### src/rtl/fifo_wr_arbiter.sv
// Round-robin arbiter sharing one FIFO write port among NUM_REQ requesters.
// Bursts end on packet last, MAX_BURST beats, or owner going idle.
module fifo_wr_arbiter #(
  parameter int NUM_REQ   = 4,
  parameter int WIDTH     = 8,
  parameter int MAX_BURST = 4
) (
  input  logic                       wr_clk,
  input  logic                       reset,
  input  logic [NUM_REQ-1:0]         req_valid,
  input  logic [NUM_REQ*WIDTH-1:0]   req_data,
  input  logic [NUM_REQ-1:0]         req_last,
  output logic [NUM_REQ-1:0]         req_ready,
  input  logic                       fifo_full,
  input  logic                       fifo_wr_error,
  output logic [WIDTH-1:0]           fifo_wdata,
  output logic                       fifo_wr_en,
  output logic [$clog2(NUM_REQ)-1:0] owner,
  output logic                       busy,
  output logic [7:0]                 err_count
);

  localparam int OW = $clog2(NUM_REQ);
  localparam int BW = $clog2(MAX_BURST) + 1;

  typedef enum logic {IDLE, BURST} state_t;

  state_t        state, state_d;
  logic [OW-1:0] rr_ptr;
  logic [OW-1:0] next_ptr;
  logic [BW-1:0] beat_cnt;

  logic [OW-1:0] pick;
  logic [OW-1:0] idx;
  logic          pick_valid;
  logic          in_burst;
  logic          own_valid;
  logic          own_last;
  logic          xfer;
  logic          burst_end;

  // Scan downwards so the last hit is the first index at/after rr_ptr
  always_comb begin
    pick_valid = 1'b0;
    pick       = rr_ptr;
    idx        = rr_ptr;
    for (int i = NUM_REQ - 1; i >= 0; i--) begin
      idx = OW'((int'(rr_ptr) + i) % NUM_REQ);
      if (req_valid[idx]) begin
        pick_valid = 1'b1;
        pick       = idx;
      end
    end
  end

  always_comb begin
    in_burst  = (state == BURST) && !reset;
    own_valid = req_valid[owner];
    own_last  = req_last[owner];
    xfer      = in_burst && own_valid && !fifo_full;

    req_ready = '0;
    if (in_burst && !fifo_full)
      req_ready[owner] = 1'b1;

    fifo_wr_en = xfer;
    fifo_wdata = '0;
    if (xfer)
      fifo_wdata = req_data[int'(owner)*WIDTH +: WIDTH];

    busy = in_burst;

    burst_end = in_burst &&
      ((xfer && (own_last || beat_cnt == BW'(MAX_BURST - 1))) ||
       (!own_valid && !fifo_full));

    next_ptr = (int'(owner) == NUM_REQ - 1) ? '0 : owner + 1'b1;
  end

  always_comb begin
    state_d = state;
    unique case (state)
      IDLE:  if (pick_valid) state_d = BURST;
      BURST: if (burst_end)  state_d = IDLE;
      default: state_d = IDLE;
    endcase
  end

  always_ff @(posedge wr_clk) begin
    if (reset) begin
      state    <= IDLE;
      owner    <= '0;
      rr_ptr   <= '0;
      beat_cnt <= '0;
    end else begin
      state <= state_d;
      if (state == IDLE && pick_valid) begin
        owner    <= pick;
        beat_cnt <= '0;
      end
      if (xfer)
        beat_cnt <= beat_cnt + 1'b1;
      if (burst_end)
        rr_ptr <= next_ptr;
    end
  end

  always_ff @(posedge wr_clk) begin
    if (reset)
      err_count <= '0;
    else if (fifo_wr_error && err_count != 8'hFF)
      err_count <= err_count + 8'd1;
  end

endmodule

### config.mk
export PLATFORM = sky130hd
export DESIGN_NAME = fifo_wr_arbiter
export DESIGN_NICKNAME = d
export VERILOG_FILES = /design/src/rtl/fifo_wr_arbiter.sv
export SDC_FILE = /design/constraint.sdc
export NUM_CORES = 1
export LEC_CHECK = 0
export ABC_AREA = 1
export BUFFER_PORTS_ARGS = -buffer_cell sky130_fd_sc_hd__buf_4
export CORE_UTILIZATION = 42
export CTS_CLUSTER_SIZE = 28
export DETAILED_ROUTE_END_ITERATION = 6
export PLACE_DENSITY = 0.77
export SLEW_MARGIN = 30
export SYNTH_ARGS = -nofsm -noshare
export SYNTH_HDL_FRONTEND = slang
export SYNTH_SLANG_ARGS = --single-unit
### constraint.sdc
create_clock -name wr_clk -period 1.55 [get_ports wr_clk]
set_input_delay 0 -clock wr_clk [delete_from_list [all_inputs] [get_ports wr_clk]]
set_output_delay 0 -clock wr_clk [all_outputs]
set_load 0.005 [all_outputs]
==> flow_metrics.tcl, run 1 <==
set metrics [dict create \
    holdCritStartpoint "fifo_wr_error" \
    syn_to_final_growth_pct 52.1 \
    outcome "finished clean" \
    synth_common_cells "nor2_1 (55), nand2_1 (47), o21ai_0 (26)" \
    syn_area_per_cell_um2 5.76 \
    cp-end-kind "primary output" \
    h-tree-depth 1 \
    setup_violations 0 \
    clockBufferDepth 2 \
    seq_area_frac_synth 0.230 \
    synth-main-ff-cell "dfxtp_1" \
    worst_pin_slew_ns 0.269 \
    maxCapViolations 0 \
    worstSetupStartpoint "state" \
    num_antenna_cells 0 \
    die_area_um2 3560 \
    cellLeakagePower_nw 1.07 \
    yosys.area.top_type "dfxtp_1" \
    ys_ff_latch 16 \
    netlist_area_um2 1400 \
    fp.dieW_um 59.6 \
    dp_cells 351 \
    drive_gt1_frac 0.365 \
    critPathRequiredTime_ns 1.55 \
    core-area_um2 3100 \
    yosysWarnings 0 \
    synth_edf_count 0 \
    synth_top_area_frac 0.230 \
    powerDensity_nw_per_um2 731 \
    grt_pass1_wl_um 6150 \
    start_util 0.450 \
    finalSetupTns_ns 0 \
    crit_fanout 6 \
    wirelength_um 4190 \
    drtIter0Drc 96 \
    maxSlewHeadroom 0.819 \
    power_mw 1.55 \
    cts_made_buffers 3 \
    antenna_found_initial 0 \
    critPathSlowestCell "dfxtp_2" \
    max_stage_delay_ns 0.35 \
    dr.pass1.iters 4 \
    fin_hold_ws_ns 0.0435 \
    cp_data_arrival_time_ns 1.53 \
    timing.rr.start "err_count[1]" \
    nFillCells 303 \
    fin_ws_ns 0.0177 \
    fin_crit_ns 1.53 \
    overflow 0 \
    finalHoldViolations 0 \
    timing.fmax_ghz 0.653 \
    place_congestion 0.897 \
    cts.clk_slew.worst_paths_ns 0.09 \
    post-route-period-util 0.989 \
    grt_usage 0.221 \
    fin_skew_ns 0.000707 \
    ys_types 26 \
    cts_root_buffer "clkbuf_4" \
    syn-num-nets 293 \
    die_h_um 59.6 \
    grt_max_degree 20 \
    vdd_drop_max_uv 481 \
    grt_pass1_vias 1478 \
    viasPerCell 4.94 \
    critical_path.top_delay_family "buffers and inverters" \
    synth_area_leaders "dfxtp_1 (23%), nor2_1 (15%), nand2_1 (13%)" \
    clock-sinks 16 \
    path_cells "inv_2 > nor2_4 > inv_2 > nor2_4 > inv_4 > nor2_4 > clkinv_2 > a21oi_2 > buf_4" \
    postRouteAntennaNets 0 \
    worstSetupStartpointType "flop" \
    crit_top_cell "nor2_4" \
    critical_path_class "reg2out" \
    cts_tree "built" \
    io_pins 68 \
    avgRoutedWirePerCell_um 11.6 \
    hpwl_um 3030 \
    placement.io_buffers 67 \
    clkLatencyLatePin_ns 0.28 \
    path_buf_inv 5 \
    async_reset_ff_frac 0 \
    finalNetCount 370 \
    drv_slew 0 \
    hp-class "in2reg" \
    finalNonFillerCells 362 \
    rsz0062_at_grt "true" \
    row_count 20 \
    yosysMostFrequentCell "nor2_1" \
    drc_errors 0 \
    synthCells 242 \
    vias 1790 \
    pre_cts_ws_ns 0.00593 \
]
==> layout make-up <==
type	instances	area (µm²)	share of cell area
well taps	44	55.1	0.0259
multi-input cells	187	952	0.449
clock buffers	4	36.3	0.0171
repair inverters	1	5.00	0.00236
inverters	31	129	0.0607
flip-flops and latches	16	337	0.159
repair buffers	79	608	0.287
==> tightest hold or removal path, cell delays in order <==
cell and delay (ns):
buf_4 0.12, nand2_4 0.10, a21oi_1 0.07
==> repair_timing <==
item,4_1_cts,5_1_grt
gates resized for setup,4,29
buffers inserted,0,4
pin swaps,0,1
gates cloned,0,1
endpoints found under the setup margin,9,17
hold buffers,2,0
endpoints found under the hold margin,4,0
==> cell families (layout without fill, tap and decap cells) <==
kind of cell               count (synthesis)  after routing  share of synthesized area
xor gates and xnor gates                   1              1                    0.00628
and+or+nand+nor                          129            129                      0.395
AOI/OAI and AO/OA                         50             50                      0.187
buffers and inverters                     39            115                      0.120
DFF                                       16             16                      0.230
adders and majority gates                  7              7                     0.0628
==> power breakdown <==
group | total, mW | internal [mW] | leakage [nW] | switching [mW]
combinational | 0.780 | 0.343 | 0.913 | 0.437
sequential | 0.499 | 0.451 | 0.134 | 0.0480
clock | 0.272 | 0.143 | 0.0210 | 0.129
total | 1.55 | 0.936 | 1.07 | 0.614
==> sequential cells by signal, summed over array words and instances, names as in the netlist <==
register / cells
beat_cnt: 3
err_count: 8
owner: 2
rr_ptr: 2
state: 1
==> placed cells by master (no fill, tap or decap), drive strengths merged, types with 2 or more instances in the layout <==
cell type,n
nor2,58
a21oi,19
buf,77
ha,7
dfxtp,16
o21ai,28
nand2,49
clkinv,2
or2,2
nand4,2
inv,30
clkbuf,4
nand3,16
==> worst paths after layout <==
path,to,slack [ns],depth (start not counted)
setup / recovery,fifo_wdata[5],0.02,9
hold / removal,err_count[0],0.04,3
setup reg to reg,err_count[3],0.03,8
hold reg to reg,beat_cnt[0],0.47,1
==> layer usage <==
layer  vias up  track usage  wire length [µm]
li1        925            -                 -
met1       799        0.290              1870
met2        62        0.380              2040
met3         4       0.0306               265
met4         0       0.0565                11
met5         -            0                 0
==> stage by stage <==
stage	instance area, µm²	utilization
3_3_place_gp	1950	0.628
4_1_cts	2010	0.648
5_1_grt	2120	0.684
2_1_floorplan	1400	-
3_5_place_dp	1950	0.628
6_report	2120	0.684
No activity file was read; power rests on OpenSTA's default activity.
==> run 2: changes to the inputs <==
--- a/config.mk
+++ b/config.mk
@@ -7,10 +7,9 @@
 export LEC_CHECK = 0
 export ABC_AREA = 1
 export BUFFER_PORTS_ARGS = -buffer_cell sky130_fd_sc_hd__buf_4
-export CORE_UTILIZATION = 42
+export CORE_UTILIZATION = 28
 export CTS_CLUSTER_SIZE = 28
 export DETAILED_ROUTE_END_ITERATION = 6
-export PLACE_DENSITY = 0.77
 export SLEW_MARGIN = 30
 export SYNTH_ARGS = -nofsm -noshare
 export SYNTH_HDL_FRONTEND = slang
==> run 2 against run 1 <==
Total power rose by 13%; die area rose by 48%; sequential power fell by 2%; core utilization fell by 20 points; count of clock-buffer cells in the layout did not move; clock skew rose by 0.0042 ns; worst hold slack got worse by 0.043 ns; routed wire length rose by 1.7%; combinational power rose by 14%; critical path depth fell by 1; first-iteration DRC count rose by 15%; critical path type unchanged; clock power rose by 34%.
==> flow_metrics.tcl, run 2 (synthesized netlist as in run 1, its figures left out) <==
set metrics [dict create \
    outcome "finished clean" \
    final_cell_mix "buf_4 (89), nor2_1 (52), nand2_1 (42)" \
    placed_cell_area_um2 2030 \
    largest_reg_flops 8 \
    cp-end-kind "primary output" \
    crit_fanout 4 \
    drc_errors 0 \
    worstSetupStartpointType "flop" \
    vdd_drop_max_uv 401 \
    place_congestion 0.886 \
    critPathRequiredTime_ns 1.55 \
    setup_violations 0 \
    post-route-util 0.480 \
    antenna_found_initial 0 \
    multiInputGateArea_um2 975 \
    dr.pass1.iters 4 \
    post-route-period-util 0.962 \
    finalNonFillerCells 397 \
    hpwl_um 3140 \
    critical_path_class "reg2out" \
    fin_skew_ns 0.00491 \
    cts_made_buffers 3 \
    cts_tree "built" \
    avgRoutedWirePerCell_um 10.7 \
    postRouteAntennaNets 0 \
    timing.fmax_ghz 0.671 \
    cp_data_arrival_time_ns 1.49 \
    cts_root_buffer "clkbuf_8" \
    final_area_um2 2280 \
    start_util 0.293 \
    nFillCells 500 \
    grt_pass1_vias 1584 \
    die_h_um 72.6 \
    syn_to_final_growth_pct 63.5 \
    io_pins 68 \
    maxCapViolations 0 \
    rsz0062_at_grt "true" \
    cts.clk_slew.worst_paths_ns 0.07 \
    combPwrFrac 0.511 \
    top_register "err_count" \
    grt_usage 0.157 \
    seq_power_share 0.281 \
    fin_crit_ns 1.49 \
    grt_pass1_wl_um 6650 \
    grt_max_degree 14 \
    dp_cells 379 \
    top_regs "err_count (8), beat_cnt (3)" \
    max_stage_delay_ns 0.39 \
    num_antenna_cells 0 \
    clockBufferDepth 2 \
    viasPerCell 4.57 \
    overflow 0 \
    drtIter0Drc 110 \
    power_mw 1.74 \
    die_area_um2 5270 \
    finalHoldViolations 0 \
    critPathSlowestCell "dfxtp_4" \
    clkLatencyLatePin_ns 0.24 \
    pwr-share-clk 0.209 \
    seqCellArea_um2 330 \
    maxSlewHeadroom 0.827 \
    powerDensity_nw_per_um2 765 \
    crit_top_cell "nand2_2" \
    placement.io_buffers 67 \
    h-tree-depth 1 \
    path_buf_inv 3 \
    drv_slew 0 \
    critical_path.top_delay_family "flip-flops" \
    row_count 25 \
    finalNetCount 382 \
    swShare 0.380 \
    p_int_mw 1.08 \
    hp-class "in2reg" \
    clock-sinks 16 \
    vias 1814 \
    path_cells "buf_12 > nand2_2 > nand3_2 > nand2_2 > nor2_4 > clkinvlp_4 > a21oi_2 > buf_4" \
    final_common_cell "buf_4" \
    core-area_um2 4750 \
    wirelength_um 4260 \
    drive_gt1_frac 0.418 \
    p_sw_mw 0.663 \
    fp.dieW_um 72.6 \
    worst_pin_slew_ns 0.257 \
    cellLeakagePower_nw 1.13 \
]
run 2: cell type report:
| type | count | share of cell area |
|---|---|---|
| timing repair inverter | 1 | 0.00329 |
| inverter | 31 | 0.0576 |
| tap | 67 | 0.0368 |
| timing repair buffer | 91 | 0.306 |
| sequential | 16 | 0.145 |
| multi-input combinational | 187 | 0.427 |
| clock buffer | 4 | 0.0241 |
run 2: metal layers:
layer  global-route usage  wire [µm]  vias to the layer above
met5                    0          0                        -
met3               0.0262        372                        4
met1                0.192       1920                      790
met2                0.278       1930                       68
li1                     -          -                      952
met4               0.0523         31                        0
run 2: what timing repair did:
item,CTS,global route
pin swaps,3,14
cloned,2,0
endpoints found under the setup margin,8,17
resized for setup,11,25
endpoints found under the hold margin,0,1
hold buffers,0,1
buffers inserted,6,7
run 2: final timing paths:
check	cells after the start	end	from	slack, ns
worst max-delay path	8	fifo_wdata[1]	owner[0]	0.06
worst min-delay path	2	beat_cnt[1]	reset	0.0009
worst max register to register	8	beat_cnt[2]	owner[0]	0.12
worst min register to register	1	beat_cnt[0]	beat_cnt[0]	0.46
run 2: metrics by stage:
stage	setup slack [ns]	hold slack [ns]	setup TNS, ns
after floorplan	0.0311	0.143	0
after global placement	0.0899	0.259	0
after detailed placement	0.0493	0.263	0
after CTS	0.00423	0.000843	0
after global routing	-0.0667	0.00977	-0.0678
final	0.0589	0.000899	0
run 2: power groups by stage:
stage	logic [mW]	clock network, mW	registers (mW)
final	0.891	0.364	0.489
after global routing	1.00	0.396	0.494
after detailed placement	0.764	0	0.481
after global placement	0.761	0	0.480
after CTS	0.855	0.376	0.481
after floorplan	0.462	0	0.484
